### config.mk
export PLATFORM = sky130hd
export DESIGN_NAME = uart_cmd_parser
export DESIGN_NICKNAME = d
export VERILOG_FILES = /design/src/rtl/uart_cmd_parser.sv
export SDC_FILE = /design/constraint.sdc
export NUM_CORES = 1
export LEC_CHECK = 0
export ABC_AREA = 1
export BUFFER_PORTS_ARGS = -buffer_cell sky130_fd_sc_hd__buf_2
export CAP_MARGIN = 40
export CORE_MARGIN = 1
export CORE_UTILIZATION = 45
export DETAILED_ROUTE_END_ITERATION = 16
export GPL_TIMING_DRIVEN = 0
export PLACE_DENSITY = 0.71
export SLEW_MARGIN = 10
export SYNTH_ARGS = -nofsm -noshare
export SYNTH_HDL_FRONTEND = slang
export SYNTH_SLANG_ARGS = --single-unit
### constraint.sdc
create_clock -name clk -period 8.82 [get_ports clk]
set_clock_uncertainty 0.1 [all_clocks]
set_input_delay 0.882 -clock clk [delete_from_list [all_inputs] [get_ports clk]]
set_output_delay 0.882 -clock clk [all_outputs]
set_load 0.02 [all_outputs]
### src/rtl/uart_cmd_parser.sv
// Byte-level command-frame parser: write/read/run frames from UART RX, read-back
// via UART TX, register write strobes and error reporting with an inter-byte timeout.
module uart_cmd_parser #(
  parameter int         DATA_BYTES  = 16,
  parameter int         N_ADDR      = 4,
  parameter int         TIMEOUT_CYC = 2_000_000,
  parameter logic [7:0] CMD_WR      = 8'h10,
  parameter logic [7:0] CMD_RD      = 8'h20,
  parameter logic [7:0] CMD_RUN     = 8'h40,
  localparam int        DATA_W      = 8 * DATA_BYTES
) (
  input  logic              clk,
  input  logic              rst,
  input  logic [7:0]        rx_data,
  input  logic              rx_valid,
  output logic [7:0]        tx_data,
  output logic              tx_valid,
  input  logic              tx_ready,
  output logic              wr_en,
  output logic [7:0]        wr_addr,
  output logic [DATA_W-1:0] wr_data,
  output logic [7:0]        rd_addr,
  input  logic [DATA_W-1:0] rd_data,
  output logic              run,
  input  logic              busy,
  output logic              err_pulse,
  output logic [2:0]        err_code,
  output logic [2:0]        dbg_state
);

  localparam int         CNT_W     = $clog2(DATA_BYTES + 1);
  localparam int         TO_W      = $clog2(TIMEOUT_CYC);
  localparam logic [8:0] N_ADDR_L  = 9'(N_ADDR);
  localparam logic [CNT_W-1:0] LAST_BYTE = CNT_W'(DATA_BYTES - 1);
  localparam logic [TO_W-1:0]  TO_LAST   = TO_W'(TIMEOUT_CYC - 1);

  typedef enum logic [2:0] {
    S_IDLE, S_ADDR, S_DATA, S_WRITE, S_RD_REQ, S_RD_LOAD, S_TX
  } state_t;

  state_t              r_state;
  state_t              w_state_nx;
  logic                r_is_rd;
  logic [7:0]          r_addr;
  logic [CNT_W-1:0]    r_cnt;
  logic [TO_W-1:0]     r_to_cnt;
  logic [DATA_W-1:0]   r_payload;
  logic [DATA_W-1:0]   r_tx_shift;
  logic                r_run;
  logic                r_err_pulse;
  logic [2:0]          r_err_code;

  logic                w_is_frame_cmd;
  logic                w_addr_ok;
  logic                w_in_frame;
  logic                w_timeout;
  logic                w_overrun;
  logic                w_err_set;
  logic [2:0]          w_err_val;

  assign w_is_frame_cmd = (rx_data == CMD_WR) || (rx_data == CMD_RD);
  assign w_addr_ok      = {1'b0, r_addr} < N_ADDR_L;
  assign w_in_frame     = (r_state == S_ADDR) || (r_state == S_DATA);
  // The TIMEOUT_CYC-th consecutive idle cycle expires; a byte in that cycle wins.
  assign w_timeout      = w_in_frame && !rx_valid && (r_to_cnt == TO_LAST);
  assign w_overrun      = rx_valid && ((r_state == S_WRITE) || (r_state == S_RD_REQ) ||
                                       (r_state == S_RD_LOAD) || (r_state == S_TX));

  always_ff @(posedge clk or posedge rst) begin
    if (rst) r_state <= S_IDLE;
    else     r_state <= w_state_nx;
  end

  always_comb begin
    w_state_nx = r_state;
    case (r_state)
      S_IDLE:    if (rx_valid && w_is_frame_cmd) w_state_nx = S_ADDR;
      S_ADDR:    if (w_timeout) w_state_nx = S_IDLE;
                 else if (rx_valid) w_state_nx = r_is_rd ? S_RD_REQ : S_DATA;
      S_DATA:    if (w_timeout) w_state_nx = S_IDLE;
                 else if (rx_valid && (r_cnt == LAST_BYTE)) w_state_nx = S_WRITE;
      S_WRITE:   w_state_nx = S_IDLE;
      S_RD_REQ:  w_state_nx = w_addr_ok ? S_RD_LOAD : S_IDLE;
      S_RD_LOAD: w_state_nx = S_TX;
      S_TX:      if (tx_ready && (r_cnt == LAST_BYTE)) w_state_nx = S_IDLE;
      default:   w_state_nx = S_IDLE;
    endcase
  end

  // TX handshake: tx_valid stays high with tx_data stable until a cycle where
  // tx_valid && tx_ready; that cycle transfers the byte and the next one is shown.
  always_comb begin
    wr_en    = (r_state == S_WRITE) && w_addr_ok;
    tx_valid = (r_state == S_TX);
    tx_data  = r_tx_shift[7:0];
  end

  always_comb begin
    w_err_set = 1'b0;
    w_err_val = 3'd0;
    if (w_timeout) begin
      w_err_set = 1'b1;
      w_err_val = 3'd3;
    end else if (w_overrun) begin
      w_err_set = 1'b1;
      w_err_val = 3'd4;
    end else if ((r_state == S_IDLE) && rx_valid && (rx_data == CMD_RUN) && busy) begin
      w_err_set = 1'b1;
      w_err_val = 3'd5;
    end else if ((r_state == S_IDLE) && rx_valid && !w_is_frame_cmd && (rx_data != CMD_RUN)) begin
      w_err_set = 1'b1;
      w_err_val = 3'd1;
    end else if (((r_state == S_WRITE) || (r_state == S_RD_REQ)) && !w_addr_ok) begin
      w_err_set = 1'b1;
      w_err_val = 3'd2;
    end
  end

  always_ff @(posedge clk or posedge rst) begin
    if (rst) begin
      r_is_rd     <= 1'b0;
      r_addr      <= 8'd0;
      r_cnt       <= '0;
      r_to_cnt    <= '0;
      r_payload   <= '0;
      r_tx_shift  <= '0;
      r_run       <= 1'b0;
      r_err_pulse <= 1'b0;
      r_err_code  <= 3'd0;
    end else begin
      r_run       <= 1'b0;
      r_err_pulse <= w_err_set;
      if (w_err_set) r_err_code <= w_err_val;
      r_to_cnt <= (w_in_frame && !rx_valid && !w_timeout) ? r_to_cnt + TO_W'(1) : '0;
      case (r_state)
        S_IDLE: if (rx_valid) begin
          if (w_is_frame_cmd) r_is_rd <= (rx_data == CMD_RD);
          if ((rx_data == CMD_RUN) && !busy) r_run <= 1'b1;
        end
        S_ADDR: if (rx_valid && !w_timeout) begin
          r_addr <= rx_data;
          r_cnt  <= '0;
        end
        S_DATA: if (rx_valid) begin
          r_payload <= {rx_data, r_payload[DATA_W-1:8]};
          r_cnt     <= r_cnt + CNT_W'(1);
        end
        S_RD_LOAD: begin
          r_tx_shift <= rd_data;
          r_cnt      <= '0;
        end
        S_TX: if (tx_ready) begin
          r_tx_shift <= {8'd0, r_tx_shift[DATA_W-1:8]};
          r_cnt      <= r_cnt + CNT_W'(1);
        end
        default: ;
      endcase
    end
  end

  assign wr_addr   = r_addr;
  assign wr_data   = r_payload;
  assign rd_addr   = r_addr;
  assign run       = r_run;
  assign err_pulse = r_err_pulse;
  assign err_code  = r_err_code;
  assign dbg_state = r_state;

endmodule

Word level (Yosys, flattened, before mapping)
Cells that the tools add are included.
- add/subtract/negate cells: 2
- reduce and logical (&&, ||, !) cells: 35
- eq/ne operators: 19
- $lt $le $gt $ge: 1
- mux-type cells: 29
- operators by type and width (kind ; number):
    128-bit one-hot mux with 2 select lines ; 1
    128-bit 2-to-1 mux ; 1
    3-bit 2-to-1 mux ; 11
    21-bit by 1-bit adder with 21-bit output (second input constant) ; 1
    21-bit == test (second input constant) ; 1
    21-bit 2-to-1 mux ; 1
    5-bit one-hot mux with 4 select lines ; 1
    3-bit one-hot mux with 6 select lines ; 1
    1-bit logical AND ; 16
    5-bit 2-to-1 mux ; 3
    3-bit == test (second input constant) ; 3
    8-bit by 5-bit == test with 1-bit output (second input constant) ; 1
    8-bit by 6-bit == test with 1-bit output (second input constant) ; 1
    8-bit by 7-bit == test with 1-bit output (second input constant) ; 1
    8-bit by 3-bit < comparator with 1-bit output (second input constant) ; 1
    1-bit 2-to-1 mux ; 8
    8-bit by 7-bit != test with 1-bit output (second input constant) ; 1
    4-bit AND reduction ; 2
    3-bit by 2-bit == test with 1-bit output (second input constant) ; 2
    2-bit by 1-bit != test with 1-bit output (second input constant) ; 3
    2-bit AND reduction ; 3
    5-bit by 1-bit adder with 5-bit output (second input constant) ; 1
    5-bit by 4-bit == test with 1-bit output (second input constant) ; 1
    1-bit logical NOT ; 5
    10 further kinds ; 16
- register bits after elaboration: 299
- word-level logic and storage cells: 96
- output and inout bits: 162

Logic depth before layout (Yosys ltp)
Gate-level depths: netlist of run 1.
- depth in word-level cells: 9
- depth in mapped cells: 11

Least setup slack after synthesis of run 1
No wires, ideal clock.
- path kind: reg-to-output
- from: register r_state[1] (netlist: dbg_state[1])
- to: output port tx_valid
- setup slack: 6.530 ns
- required time: 7.838 ns
- cell stages (with the launch flop): 5
- data arrival time: 1.308 ns
- path through: dfrtp_1 -> nand2_1 -> nor2_4 -> buf_2 -> buf_2
- longest elaborated chain between the ends: 1
- RTL lines (what ; RTL line ; text):
    from (decl) ; 41 ; state_t r_state;
    from (signal assigned) ; 71 ; else r_state <= w_state_nx;
    3-bit == test ; 94 ; tx_valid = (r_state == S_TX);
    to (decl) ; 17 ; output logic tx_valid,
No other way between the ends.

Worst setup path in the final report of run 1
- from: register r_state[0] (netlist: dbg_state[0])
- to: output port tx_valid
The elaborated chain is that of the path after synthesis.

==> results of run 1 <==
==> state kept, by name, summed over array words and instances, names as in the netlist <==
| signal | count |
|---|---|
| wr_data | 128 |
| err_code | 3 |
| rd_addr | 8 |
| r_cnt | 5 |
| dbg_state | 3 |
| r_is_rd | 1 |
| r_tx_shift | 128 |
| r_to_cnt | 21 |
| err_pulse | 1 |
| run | 1 |
==> layout by cell type, fill, tap and decap left out, drive strengths merged, types with 30 or more instances in the layout <==
| master | Yosys | routed |
|---|---|---|
| buf | 58 | 368 |
| dfrtp | 299 | 299 |
| nand2 | 272 | 272 |
| nor2 | 123 | 123 |
| mux2 | 120 | 120 |
| inv | 108 | 109 |
| o21ai | 105 | 105 |
| clkbuf | 27 | 74 |
| o211ai | 60 | 60 |
| a31oi | 54 | 54 |
| nand3 | 30 | 30 |
==> power breakdown <==
group          total, mW  switching, mW  internal (mW)
Clock               1.39          0.558          0.832
Sequential          1.83          0.181           1.65
Combinational       1.04          0.627          0.411
==> worst max-delay path by stage <==
stage                                       endpoint  cells after the start  slack, ns
after CTS                                   tx_valid                      6       5.56
after global routing                        tx_valid                      5       5.41
after detailed placement                    tx_valid                      6       6.10
final                                       tx_valid                      6       5.58
after global placement    r_tx_shift[15]$_DFFE_PP0P_                      2       2.13
after floorplan             dbg_state[0]$_DFFE_PP0P_                      1       3.86
==> cells by family (layout without fill, tap and decap cells) <==
group	count (synthesis)	in the layout	share of synthesized area, %
fa+ha+maj	3	3	0.2889
flops	299	299	57.58
xor+xnor	2	2	0.1348
simple gates	448	448	13.65
compound gates	244	244	11.21
mux	120	120	10.40
buf+inv	194	563	6.740
other cells	0	3	0
==> per-layer routing <==
| metal | wire [µm] | global-route usage (%) | up-vias |
|---|---|---|---|
| li1 | - | - | 5062 |
| met1 | 14580 | 30.20 | 5115 |
| met2 | 16670 | 39.43 | 317 |
| met3 | 2084 | 4.143 | 57 |
| met4 | 818 | 7.080 | 2 |
| met5 | 13 | 0 | - |
==> area by class of cell <==
type	instances	share of cell area, %
Sequential cell	299	45.94
Multi-Input combinational cell	817	28.47
Timing Repair Buffer	310	10.40
Clock buffer	47	6.208
Tap cell	378	2.904
Buffer	85	2.866
Inverter	109	2.535
Clock inverter	12	0.6223
Antenna cell	3	0.04610
==> results by group, run 1 <==
Status
  – Status: finished clean

Timing
  – Fmax: ~310 MHz
  – Fin Setup TNS: 0 ns
  – Final hold viol count: 0
  – Actual slew at the worst max-slew pin: around 0.64 ns
  – Slack of the critical path: roughly 5.6 ns
  – Final Critical Period: 3.244 ns
  – Relative slew slack: between 50% and 60%
  – # setup viols final: 0
  – Max-slew violation count: 0
  – Unrepaired setup endpoints after global routing: false
  – Hold Worst Slack: 0.3804 ns
  – Period utilisation layout: between 30% and 40%

Critical path
  – Critical path startpoint: dbg_state[0]$_DFFE_PP0P_
  – Critical path arrival: 2.26 ns
  – Critical Path, Cell by Cell: inv_1, nand2_1, nor2_4, buf_2, buf_2, buf_2
  – Worst R2R Setup Slack: roughly 6.4 ns
  – Slowest-stage cell, CP: dfrtp_1
  – CP top delay family: buffers and inverters
  – R2r startpoint: dbg_state[0]$_DFFE_PP0P_
  – Most Frequent Cell on Critical Path: buf_2
  – Worst Path Buf+Inv: 4
  – FF-to-FF End: r_tx_shift[3]$_DFFE_PP0P_
  – Crit path max fanout: 10
  – Setup crit start kind: register
  – Worst Path Required: a little under 8 ns
  – Critical path type: reg -> out
  – Max incr delay on CP: ~0.42 ns
  – Cells on worst reg2reg path: 8
  – Crit. End Element: output port

Global routing
  – Vias in the first global route: 10454
  – First-pass GRT wire length: ~54000 µm
  – Initial antenna violation count: 4
  – GRT Total Usage: a little under a quarter
  – Largest net degree at the start of global routing: 40
  – Remaining global-route overflow: 0

Final layout
  – Register area: between 0.007 and 0.008 mm²
  – Count of non-filler cells in the finished layout: 2060
  – Post-layout nets: 1800
  – Final core utilization: between 50% and 60%
  – Layout cells sized above 1: about a third
  – Layout area overhead: 25.32%
  – Multi-input logic area: 0.004637 mm²
  – Post-Layout Inst Area: roughly 0.016 mm²
  – Filler cells: between 2000 and 3000

Synthesis
  – Syn Inst Count: about 1300
  – Yosys cell types: 33
  – Synth top area share: a little under three fifths
  – Synthesized Nets: approximately 1500
  – Yosys reg bits: about 300
  – Synth Area per Inst: about 10 µm²
  – EDFF count, synth: 0
  – Synth area leader: dfrtp_1
  – Fraction of registers with async set or reset after synthesis: 100.0%
  – Most instantiated cells after synthesis: dfrtp_1, nand2_1, nor2_1
  – Mapped Area: between 0.01 and 0.015 mm²
  – Total number of yosys warnings: 0
  – Sequential share of the synthesized area: 57.58%
  – Ys flop type: dfrtp_1
  – Top cells by area, synth: dfrtp_1, mux2_2, nand2_1, nor2_1, o211ai_1
  – Most numerous cell in the Yosys netlist: dfrtp_1

Floorplanning
  – I/O Pins: roughly 300
  – Die height: between 150 and 200 µm
  – Initial Util: a little under half
  – Std cell rows: 61
  – Die width: between 150 and 200 µm
  – Core area: around 0.028 mm²
  – Die area: ~0.030 mm²

Power
  – Pwr dens: between 200 and 300 mW/mm²
  – Leak: ~8.1 nW
  – Peak supply drop: ~0.13 mV
  – PnR Total Power: between 4 and 5 mW

CTS
  – H-tree lvl count: 2
  – Root buffer cell: clkbuf_16
  – CTS tree: built
  – CTS clock-pin slew for the worst setup and hold paths: roughly 0.060 ns
  – Clock buffer count from CTS: 34
  – CTS Buffer Depth: 3
  – # resized after CTS: 0
  – Total clock sinks: around 300
  – Later-pin clock latency in the skew report: around 0.49 ns
  – Hold-fix buffers, CTS: 0
  – Post-CTS Setup Repair Bufs: 0

Drt
  – DR DRC count: 0
  – Antenna-violating nets left: 0
  – Via density: approximately 5.1
  – DRT Pass-1 Iters: 5
  – Avg WL per Cell: 16.59 µm
  – Vias post-DR: 10553
  – DRT iter0 DRCs: between 600 and 700
  – Drt total wl: between 30000 and 40000 µm

Placement
  – Pre-CTS setup slack: 6.097 ns
  – DP Wirelength: roughly 26000 µm
  – Placed Cells: 1998
  – I/O Buffers: ~300
  – Routability cong.: between 0.8 and 0.9
  – DP Area: about 0.015 mm²

Run
  – Max-cap viol count: 0

Worst hold path
  – Hold Path Class: in -> async
(Power assumes the default switching activity.)
==> inputs of run 2 (changes only) <==
==> constraint.sdc (replaced) <==
create_clock -name clk -period 2.6 [get_ports clk]
set_clock_uncertainty 0.1 [all_clocks]
set_input_delay 0.26 -clock clk [delete_from_list [all_inputs] [get_ports clk]]
set_output_delay 0.26 -clock clk [all_outputs]
set_load 0.02 [all_outputs]
==> results by group, run 2 (same netlist as run 1, synthesis figures left out) <==
Placement
  – DP Wirelength: 25730 µm (unchanged)
  – DP Area: 0.01517 mm² (unchanged)
  – Routability cong.: 0.8330 (unchanged)
  – I/O Buffers: 301 (unchanged)

Power
  – Leak: 8.670 nW (+7.0%)
  – Cell Int Power: 9.933 mW (+240%)
  – Switching Share: 32.23% (+0.14 points)
  – Comb pwr share: 25.4% (+1.0 points)
  – Clock share of power: 32.2% (-0.5 points)
  – P_sw: 4.723 mW (+250%)
  – Seq pwr share: 42.4% (-0.6 points)
  – Peak supply drop: 0.4433 mV (+250%)
  – Pwr dens: 831.4 mW/mm² (+220%)

Final layout
  – Commonest non-fill, non-tap cells in the layout: buf_2, dfrtp_1, nand2_1, dlygate4sd3_1, nor2_1
  – Post-Layout Inst Area: 0.01763 mm² (+8.3%)
  – Commonest non-fill, non-tap cell in the layout: buf_2
  – Layout area overhead: 35.66%
  – Post-layout nets: 1935 (+7.5%)
  – Layout cells sized above 1: 30.54% (-2.3 points)
  – Final core utilization: 62.77% (+4.8 points)

CTS
  – Root buffer cell: clkbuf_16
  – Total clock sinks: 299 (unchanged)
  – CTS tree: built
  – Clock buffer count from CTS: 34 (unchanged)
  – CTS clock-pin slew for the worst setup and hold paths: 0.06 ns (about the same)
  – CTS Buffer Depth: 3 (unchanged)
  – Later-pin clock latency in the skew report: 0.49 ns (about the same)
  – H-tree lvl count: 2 (unchanged)

Global routing
  – Remaining global-route overflow: 0 (unchanged)
  – GRT Total Usage: 25.46% (+2.2 points)
  – Initial antenna violation count: 0 (-4)
  – Largest net degree at the start of global routing: 40 (unchanged)
  – Vias in the first global route: 11654 (+11%)
  – First-pass GRT wire length: 59210 µm (+9.5%)

Floorplanning
  – Die width: 171.9 µm (unchanged)
  – Initial Util: 46.27% (unchanged)
  – Std cell rows: 61 (unchanged)
  – Die height: 171.9 µm (unchanged)
  – Core area: 0.02809 mm² (unchanged)
  – I/O Pins: 303 (unchanged)
  – Die area: 0.02956 mm² (unchanged)

Timing
  – Relative slew slack: 57.96% (+0.67 points)
  – Unrepaired setup endpoints after global routing: false
  – Actual slew at the worst max-slew pin: 0.6293 ns (-0.01000 ns)
  – Fmax: approximately 410 MHz
  – Max-slew violation count: 0 (unchanged)
  – Final Critical Period: 2.429 ns
  – Final hold viol count: 0 (unchanged)
  – # setup viols final: 0 (unchanged)
  – Period utilisation layout: around 93%

Drt
  – Avg WL per Cell: 17.13 µm (+3.3%)
  – Via density: 5.228 (+2.0%)
  – Drt total wl: 37560 µm (+9.9%)
  – Antenna-violating nets left: 0 (unchanged)
  – DR DRC count: 0 (unchanged)
  – DRT Pass-1 Iters: 6 (+1)
  – DRT iter0 DRCs: 748 (+12%)
  – Vias post-DR: 11464 (+8.6%)

Worst hold path
  – Hold Path Class: in -> reg

Critical path
  – Worst Path Required: 2.24 ns (-5.60 ns)
  – Critical path type: reg -> out
  – Critical path arrival: 2.07 ns (-0.19 ns)
  – Crit. End Element: output port
  – Setup crit start kind: register
  – Crit path max fanout: 10 (unchanged)

Run
  – Max-cap viol count: 0 (unchanged)

Status
  – Status: finished clean
==> run 2: cell types whose count changed in the layout (fill, tap and decap cells not counted) <==
| cell | change |
|---|---|
| dlygate4sd3_1 | +133 |
| buf_2 | -1 |
| diode_2 | -2 |
| clkbuf_4 | +1 |
| buf_4 | +2 |
==> run 2: final timing paths <==
path	from	end	slack, ns	cells past startpoint
max in group asynchronous	rst	wr_data[89]$_DFFE_PP0P_	0.60	8
worst max-delay path	dbg_state[0]$_DFFE_PP0P_	tx_valid	0.17	6
worst min register to register	wr_data[4]$_DFFE_PP0P_	wr_data[4]$_DFFE_PP0P_	0.39	1
min in group asynchronous	rst	rd_addr[5]$_DFFE_PP0P_	0.33	3
worst min-delay path	rx_data[5]	r_is_rd$_DFFE_PP0P_	0.03	3
worst max register to register	dbg_state[0]$_DFFE_PP0P_	r_tx_shift[2]$_DFFE_PP0P_	0.26	9
==> run 2: layer usage <==
metal / GRT usage [%] / up-vias / wire length, µm
li1: - / 5333 / -
met1: 31.06 / 5495 / 14840
met2: 42.72 / 494 / 18140
met3: 5.493 / 142 / 2785
met4: 12.50 / 0 / 1801
met5: 0 / - / 0
==> run 2: what timing repair did <==
action,CTS,global route
hold buffers,133,0
endpoints found under the setup margin,1,1
setup buffers,2,0
resized for setup,0,1
hold endpoints to repair,156,0
pin swaps,1,0
==> run 2: cell type report <==
class | instances | area, µm²
Antenna cell | 1 | 2.502
Buffer | 85 | 469.2
Clock buffer | 47 | 1011
Clock inverter | 12 | 101.3
Fill cell | 2301 | 10460
Inverter | 109 | 412.9
Multi-Input combinational cell | 817 | 4637
Sequential cell | 299 | 7482
Tap cell | 378 | 473.0
Timing Repair Buffer | 445 | 3040
==> run 2: critical path, stage by stage, from the launching register on <==
cell	delay, ns
dfrtp_1	0.42
inv_1	0.09
nand2_1	0.12
nor2_4	0.20
buf_2	0.29
clkbuf_4	0.27
buf_2	0.19
==> run 2: power by group through the flow <==
stage	logic, mW	clock network (mW)	registers, mW
after floorplan	1.77	0	6.70
after global placement	3.42	0	6.25
after detailed placement	3.54	0	6.28
after CTS	3.71	4.81	6.21
after global routing	4.07	5.01	6.32
final	3.73	4.72	6.21
==> run 2: through the flow <==
stage / hold slack [ns] / total power, mW / std cells / setup TNS, ns / worst slack (ns)
final: 0.03189 / 14.66 / 2193 / 0 / 0.1712
after global routing: 0.04451 / 15.40 / 2192 / 0 / 0.03762
after CTS: 0.004427 / 14.73 / 2192 / 0 / 0.1402
after detailed placement: 0.2805 / 9.823 / 1998 / 0 / 0.1224
after global placement: 0.3456 / 9.669 / 1989 / -1032.05 / -3.471
after floorplan: 0.2327 / 8.471 / 1310 / -518.19 / -1.733
